<file path="src/rtl/t07_spi_arbiter.sv">
// Two-requester SPI master: round-robin arbitration between a TFT and a seven-seg
// client over one shared mode-0 bus, with per-burst chip-select locking.
module t07_spi_arbiter #(
    parameter int CLK_DIV    = 2,
    parameter int GAP_CYCLES = 4
) (
    input  logic       clk,
    input  logic       rst,
    input  logic       en,
    input  logic       req0,
    input  logic [7:0] data0,
    input  logic       dc0,
    input  logic       last0,
    input  logic       req1,
    input  logic [7:0] data1,
    input  logic       dc1,
    input  logic       last1,
    output logic       ack0,
    output logic       ack1,
    output logic       done0,
    output logic       done1,
    output logic       spi_sck,
    output logic       spi_sdi,
    output logic       spi_dc,
    output logic       tft_cs,
    output logic       ssdec_ss,
    output logic       busy,
    output logic       owner
);

    // state | meaning
    // IDLE  | selects high, arbitrate when en=1
    // LOAD  | byte latched, owner acked, select low, sck low
    // SHIFT | 16 half-periods of sck, MSB first
    // HOLD  | burst locked to owner, wait for its next byte
    // GAP   | selects released for GAP_CYCLES, then back to IDLE

    localparam int DIV_W = $clog2(CLK_DIV + 1);
    localparam int GAP_W = (GAP_CYCLES > 1) ? $clog2(GAP_CYCLES) : 1;
    localparam logic [DIV_W-1:0] DIV_LOAD = DIV_W'(CLK_DIV - 1);
    localparam logic [GAP_W-1:0] GAP_LOAD = GAP_W'((GAP_CYCLES > 0) ? GAP_CYCLES - 1 : 0);

    typedef enum logic [2:0] {
        S_IDLE,
        S_LOAD,
        S_SHIFT,
        S_HOLD,
        S_GAP
    } state_t;

    state_t state;
    state_t state_nx;

    logic             owner_q;
    logic             favour;
    logic [DIV_W-1:0] div_cnt;
    logic [3:0]       half_cnt;
    logic             sck_q;
    logic [7:0]       shreg;
    logic             dc_q;
    logic             last_q;
    logic [GAP_W-1:0] gap_cnt;

    logic grant;
    logic load_byte;
    logic sck_edge;
    logic shift_end;
    logic owner_req;
    logic sel_active;

    assign sck_edge  = (div_cnt == '0);
    assign shift_end = (state == S_SHIFT) && sck_edge && (half_cnt == 4'd15);
    assign owner_req = owner_q ? req1 : req0;

    always_ff @(posedge clk) begin
        if (rst) begin
            state <= S_IDLE;
        end else begin
            state <= state_nx;
        end
    end

    always_comb begin
        state_nx   = state;
        grant      = owner_q;
        load_byte  = 1'b0;
        sel_active = 1'b0;
        busy       = 1'b1;
        ack0       = 1'b0;
        ack1       = 1'b0;
        done0      = 1'b0;
        done1      = 1'b0;
        case (state)
            S_IDLE: begin
                busy = 1'b0;
                if (en && (req0 || req1)) begin
                    // simultaneous requests go to whoever was not served last
                    grant     = (req0 && req1) ? favour : req1;
                    load_byte = 1'b1;
                    state_nx  = S_LOAD;
                end
            end
            S_LOAD: begin
                sel_active = 1'b1;
                ack0       = ~owner_q;
                ack1       = owner_q;
                state_nx   = S_SHIFT;
            end
            S_SHIFT: begin
                sel_active = 1'b1;
                if (shift_end) begin
                    done0    = ~owner_q;
                    done1    = owner_q;
                    state_nx = last_q ? S_GAP : S_HOLD;
                end
            end
            S_HOLD: begin
                sel_active = 1'b1;
                if (en && owner_req) begin
                    load_byte = 1'b1;
                    state_nx  = S_LOAD;
                end
            end
            S_GAP: begin
                if (gap_cnt == '0) begin
                    state_nx = S_IDLE;
                end
            end
            default: begin
                state_nx = S_IDLE;
            end
        endcase
    end

    always_ff @(posedge clk) begin
        if (rst) begin
            owner_q  <= 1'b0;
            favour   <= 1'b0;
            div_cnt  <= DIV_LOAD;
            half_cnt <= 4'd0;
            sck_q    <= 1'b0;
            shreg    <= 8'h00;
            dc_q     <= 1'b0;
            last_q   <= 1'b0;
            gap_cnt  <= GAP_LOAD;
        end else begin
            if (load_byte) begin
                owner_q <= grant;
                shreg   <= grant ? data1 : data0;
                dc_q    <= grant ? dc1 : dc0;
                last_q  <= grant ? last1 : last0;
            end
            case (state)
                S_LOAD: begin
                    div_cnt  <= DIV_LOAD;
                    half_cnt <= 4'd0;
                    sck_q    <= 1'b0;
                end
                S_SHIFT: begin
                    if (sck_edge) begin
                        div_cnt <= DIV_LOAD;
                        if (half_cnt == 4'd15) begin
                            // closing falling edge; the extra shift leaves sdi low when idle
                            sck_q <= 1'b0;
                            shreg <= {shreg[6:0], 1'b0};
                        end else begin
                            half_cnt <= half_cnt + 4'd1;
                            sck_q    <= ~sck_q;
                            if (sck_q) begin
                                shreg <= {shreg[6:0], 1'b0};
                            end
                        end
                    end else begin
                        div_cnt <= div_cnt - DIV_W'(1);
                    end
                end
                S_GAP: begin
                    if (gap_cnt == '0) begin
                        gap_cnt <= GAP_LOAD;
                        favour  <= ~owner_q;
                    end else begin
                        gap_cnt <= gap_cnt - GAP_W'(1);
                    end
                end
                default: begin
                    gap_cnt <= GAP_LOAD;
                end
            endcase
        end
    end

    assign spi_sck  = sck_q;
    assign spi_sdi  = shreg[7];
    assign spi_dc   = dc_q;
    assign owner    = owner_q;
    assign tft_cs   = ~(sel_active & ~owner_q);
    assign ssdec_ss = ~(sel_active & owner_q);

endmodule
</file>
<file path="config.mk">
export PLATFORM = sky130hd
export DESIGN_NAME = t07_spi_arbiter
export DESIGN_NICKNAME = d
export VERILOG_FILES = /design/src/rtl/t07_spi_arbiter.sv
export SDC_FILE = /design/constraint.sdc
export NUM_CORES = 1
export LEC_CHECK = 0
export CORE_UTILIZATION = 43
export DETAILED_ROUTE_END_ITERATION = 10
export GPL_TIMING_DRIVEN = 0
export PLACE_DENSITY = 0.85
export SETUP_SLACK_MARGIN = 0.05
export SLEW_MARGIN = 25
export SYNTH_ARGS = -nofsm -noshare
export SYNTH_HDL_FRONTEND = slang
export SYNTH_SLANG_ARGS = --single-unit
</file>
<file path="constraint.sdc">
create_clock -name clk -period 1.5 [get_ports clk]
set_input_delay 0.15 -clock clk [delete_from_list [all_inputs] [get_ports clk]]
set_output_delay 0.15 -clock clk [all_outputs]
set_load 0.1 [all_outputs]
</file>
==> flow_metrics.tcl <==
set metrics [dict create \
    wl_per_cell_um 16.8 \
    syn_nets 193 \
    grt_pass1_vias 1516 \
    grt-ovfl-total 0 \
    peakVddDrop_uv 595 \
    cap_violations 0 \
    worst_pin_slew_ps 581 \
    crit_type "reg -> out" \
    p_total_mw 3.38 \
    p_per_area_nw_per_um2 1380 \
    setup_viol 25 \
    clk_pin_slew_worst_paths_ps 150 \
    dp_slack_ps -1040 \
    clock_latency_ps 330 \
    synth_cell_types 44 \
    synth_edf_count 0 \
    startpoint_type "register" \
    synth_seq_area_share_pct 35.3 \
    violations "negative setup slack" \
    drtPass1Iterations 4 \
    antenna_found_initial 0 \
    fp.coreArea_um2 3030 \
    drive_above_1_share_pct 46.4 \
    synth_fa_ha_area_share_pct 1.84 \
    synth_seq_cells 24 \
    syn-instance-count 166 \
    grt_pass1_wl_mm 7.02 \
    rows 20 \
    die-area_um2 3400 \
    crit_required_ps 1350 \
    synth_area_um2 1360 \
    status "complete, but fails checks" \
    area_growth_pct 79.8 \
    cts_tree "built" \
    hold_violations 0 \
    relSlewSlack_pct 61.2 \
    die_y_um 58.3 \
    synth_compound_area_share_pct 20.1 \
    synth_top_family_by_area "simple AND/OR/NAND/NOR gates" \
    grt_max_degree 15 \
    fp.dieW_um 58.3 \
    wirelength_mm 4.71 \
    yosys.area_share.xor_xnor_pct 1.29 \
    grtUsageTotal_pct 27.6 \
    nNetsFinal 265 \
    power_leakage_nw 0.969 \
    htreeDepth 1 \
    via_count 1606 \
    rsz0062_at_grt "yes" \
    vias_per_cell 5.72 \
    crit_fanout 3 \
    fin_crit_ps 1890 \
    gp_congestion 0.838 \
    fin_ws_ps -392 \
    ys_async_sr_fraction_pct 0 \
    n_antenna_cell 0 \
    ctsHoldBuffers 0 \
    slew_viol_final 0 \
    critPathArrivalTime_ps 1740 \
    num_io_pins 36 \
    numPortBuffers 35 \
    clock.fmax_mhz 529 \
    timing.final.crit_share_pct 126 \
    synth_mux_area_share_pct 8.26 \
    cts.sinks 24 \
    antenna_left 0 \
    hpwl_mm 2.30 \
    clk_path_buf_depth 2 \
    drtIter0Drc 106 \
    yosys_warnings 0 \
    skew_ps 7.44 \
    synthSimpleGateAreaFrac_pct 28.2 \
    end_kind "output port" \
    root_buffer "clkbuf_4" \
    hold_class "in -> reg" \
    ys.flop_type "dfxtp_1" \
    syn_area_per_cell_um2 8.21 \
    start_util_pct 45.0 \
    numCtsBuffers 3 \
    drc 0 \
]
==> logic make-up (layout without fill, tap and decap cells) <==
kind of cell,after synthesis,in the layout
and+or+nand+nor,75,76
xor gates and xnor gates,2,2
adders and majority gates,2,2
DFF,24,24
muxes,11,11
AOI/OAI and AO/OA,38,38
buffers and inverters,14,84
==> area by class of cell <==
| cell class | count | area, µm² |
|---|---|---|
| plain buffers | 5 | 53.8 |
| multi-input cells | 129 | 1040 |
| well taps | 44 | 55.1 |
| flip-flops and latches | 24 | 498 |
| fillers | 170 | 578 |
| clock inverters | 1 | 30.0 |
| repair buffers | 68 | 717 |
| inverters | 7 | 31.3 |
| clock buffers | 3 | 22.5 |
==> worst max-delay path, cell delays in order (launching register included) <==
cell and delay, ps:
dfxtp_2 390, or3b_4 410, nor3_4 180, nand2_2 120
nor2_4 120, buf_12 180
==> report_power, final <==
group | switching [mW] | internal [mW]
combinational | 1.15 | 0.932
sequential | 0.0761 | 0.734
clock | 0.218 | 0.271
==> cells in the mapped netlist (2+ instances only) <==
cell / instances / share of area [%]
a211oi_1: 7 / 3.9
a21o_1: 2 / 1.1
a21oi_1: 6 / 2.2
and2_1: 3 / 1.4
and3_1: 6 / 2.8
buf_6: 2 / 1.7
clkbuf_1: 4 / 1.1
dfxtp_1: 24 / 35
ha_1: 2 / 1.8
inv_1: 6 / 1.7
mux2_2: 2 / 1.7
mux2i_1: 9 / 6.6
nand2_1: 24 / 6.6
nand2b_1: 3 / 1.4
nand3_1: 6 / 2.2
nor2_1: 19 / 5.2
nor3_1: 2 / 0.73
nor3_2: 2 / 1.5
o21ai_0: 5 / 1.8
o221ai_1: 6 / 3.9
or3b_1: 2 / 1.3
xor2_1: 2 / 1.3
==> worst paths after layout <==
| path | start | endpoint | slack (ps) | cells after the start |
|---|---|---|---|---|
| max | state[1] | done0 | -390 | 5 |
| min | data0[0] | shreg[0] | 440 | 3 |
| max reg2reg | state[0] | shreg[6] | -390 | 8 |
| min reg2reg | shreg[1] | shreg[2] | 500 | 2 |
==> state kept, by name, summed over array words and instances, names as in the netlist <==
| register | count |
|---|---|
| spi_sck | 1 |
| div_cnt | 2 |
| owner | 1 |
| half_cnt | 4 |
| state | 3 |
| spi_dc | 1 |
| last_q | 1 |
| gap_cnt | 2 |
| favour | 1 |
| shreg | 8 |
==> cell usage in the layout, fill, tap and decap left out, types with 4 or more instances in the layout <==
cell type,n
clkdlybuf4s50_1,24
buf_4,20
nand2_1,16
dfxtp_1,16
buf_6,14
nor2_1,11
mux2i_1,9
buf_12,7
inv_1,6
o221ai_1,6
nor2_4,5
nand2_2,5
and3_4,5
dfxtp_2,5
nand2_4,4
o21ai_0,4
a211oi_1,4
a21oi_1,4
==> routing by layer <==
layer	share of wire [%]	track usage [%]	routed length, µm
met2	51	50.4	2410
met1	40	31.0	1890
met4	4.1	12.2	195
met3	4.4	5.49	208
met5	0	0	0
==> metrics by stage <==
stage	hold slack [ps]	cell area (µm²)	cells	utilization (%)	setup TNS [ps]
2_1_floorplan	299	1410	166	-	-1930
3_3_place_gp	439	1820	245	60.0	-9970
3_5_place_dp	448	1820	245	60.0	-10210
4_1_cts	455	2360	275	78.0	-4980
5_1_grt	473	2450	281	80.9	-7270
6_report	438	2450	281	80.9	-6060
==> repair_timing <==
item / CTS / global route
cloned: 2 / 0
pin swaps: 23 / 18
setup endpoints to repair: 31 / 33
setup buffers: 25 / 9
resized for setup: 136 / 24
(Power assumes the default switching activity.)
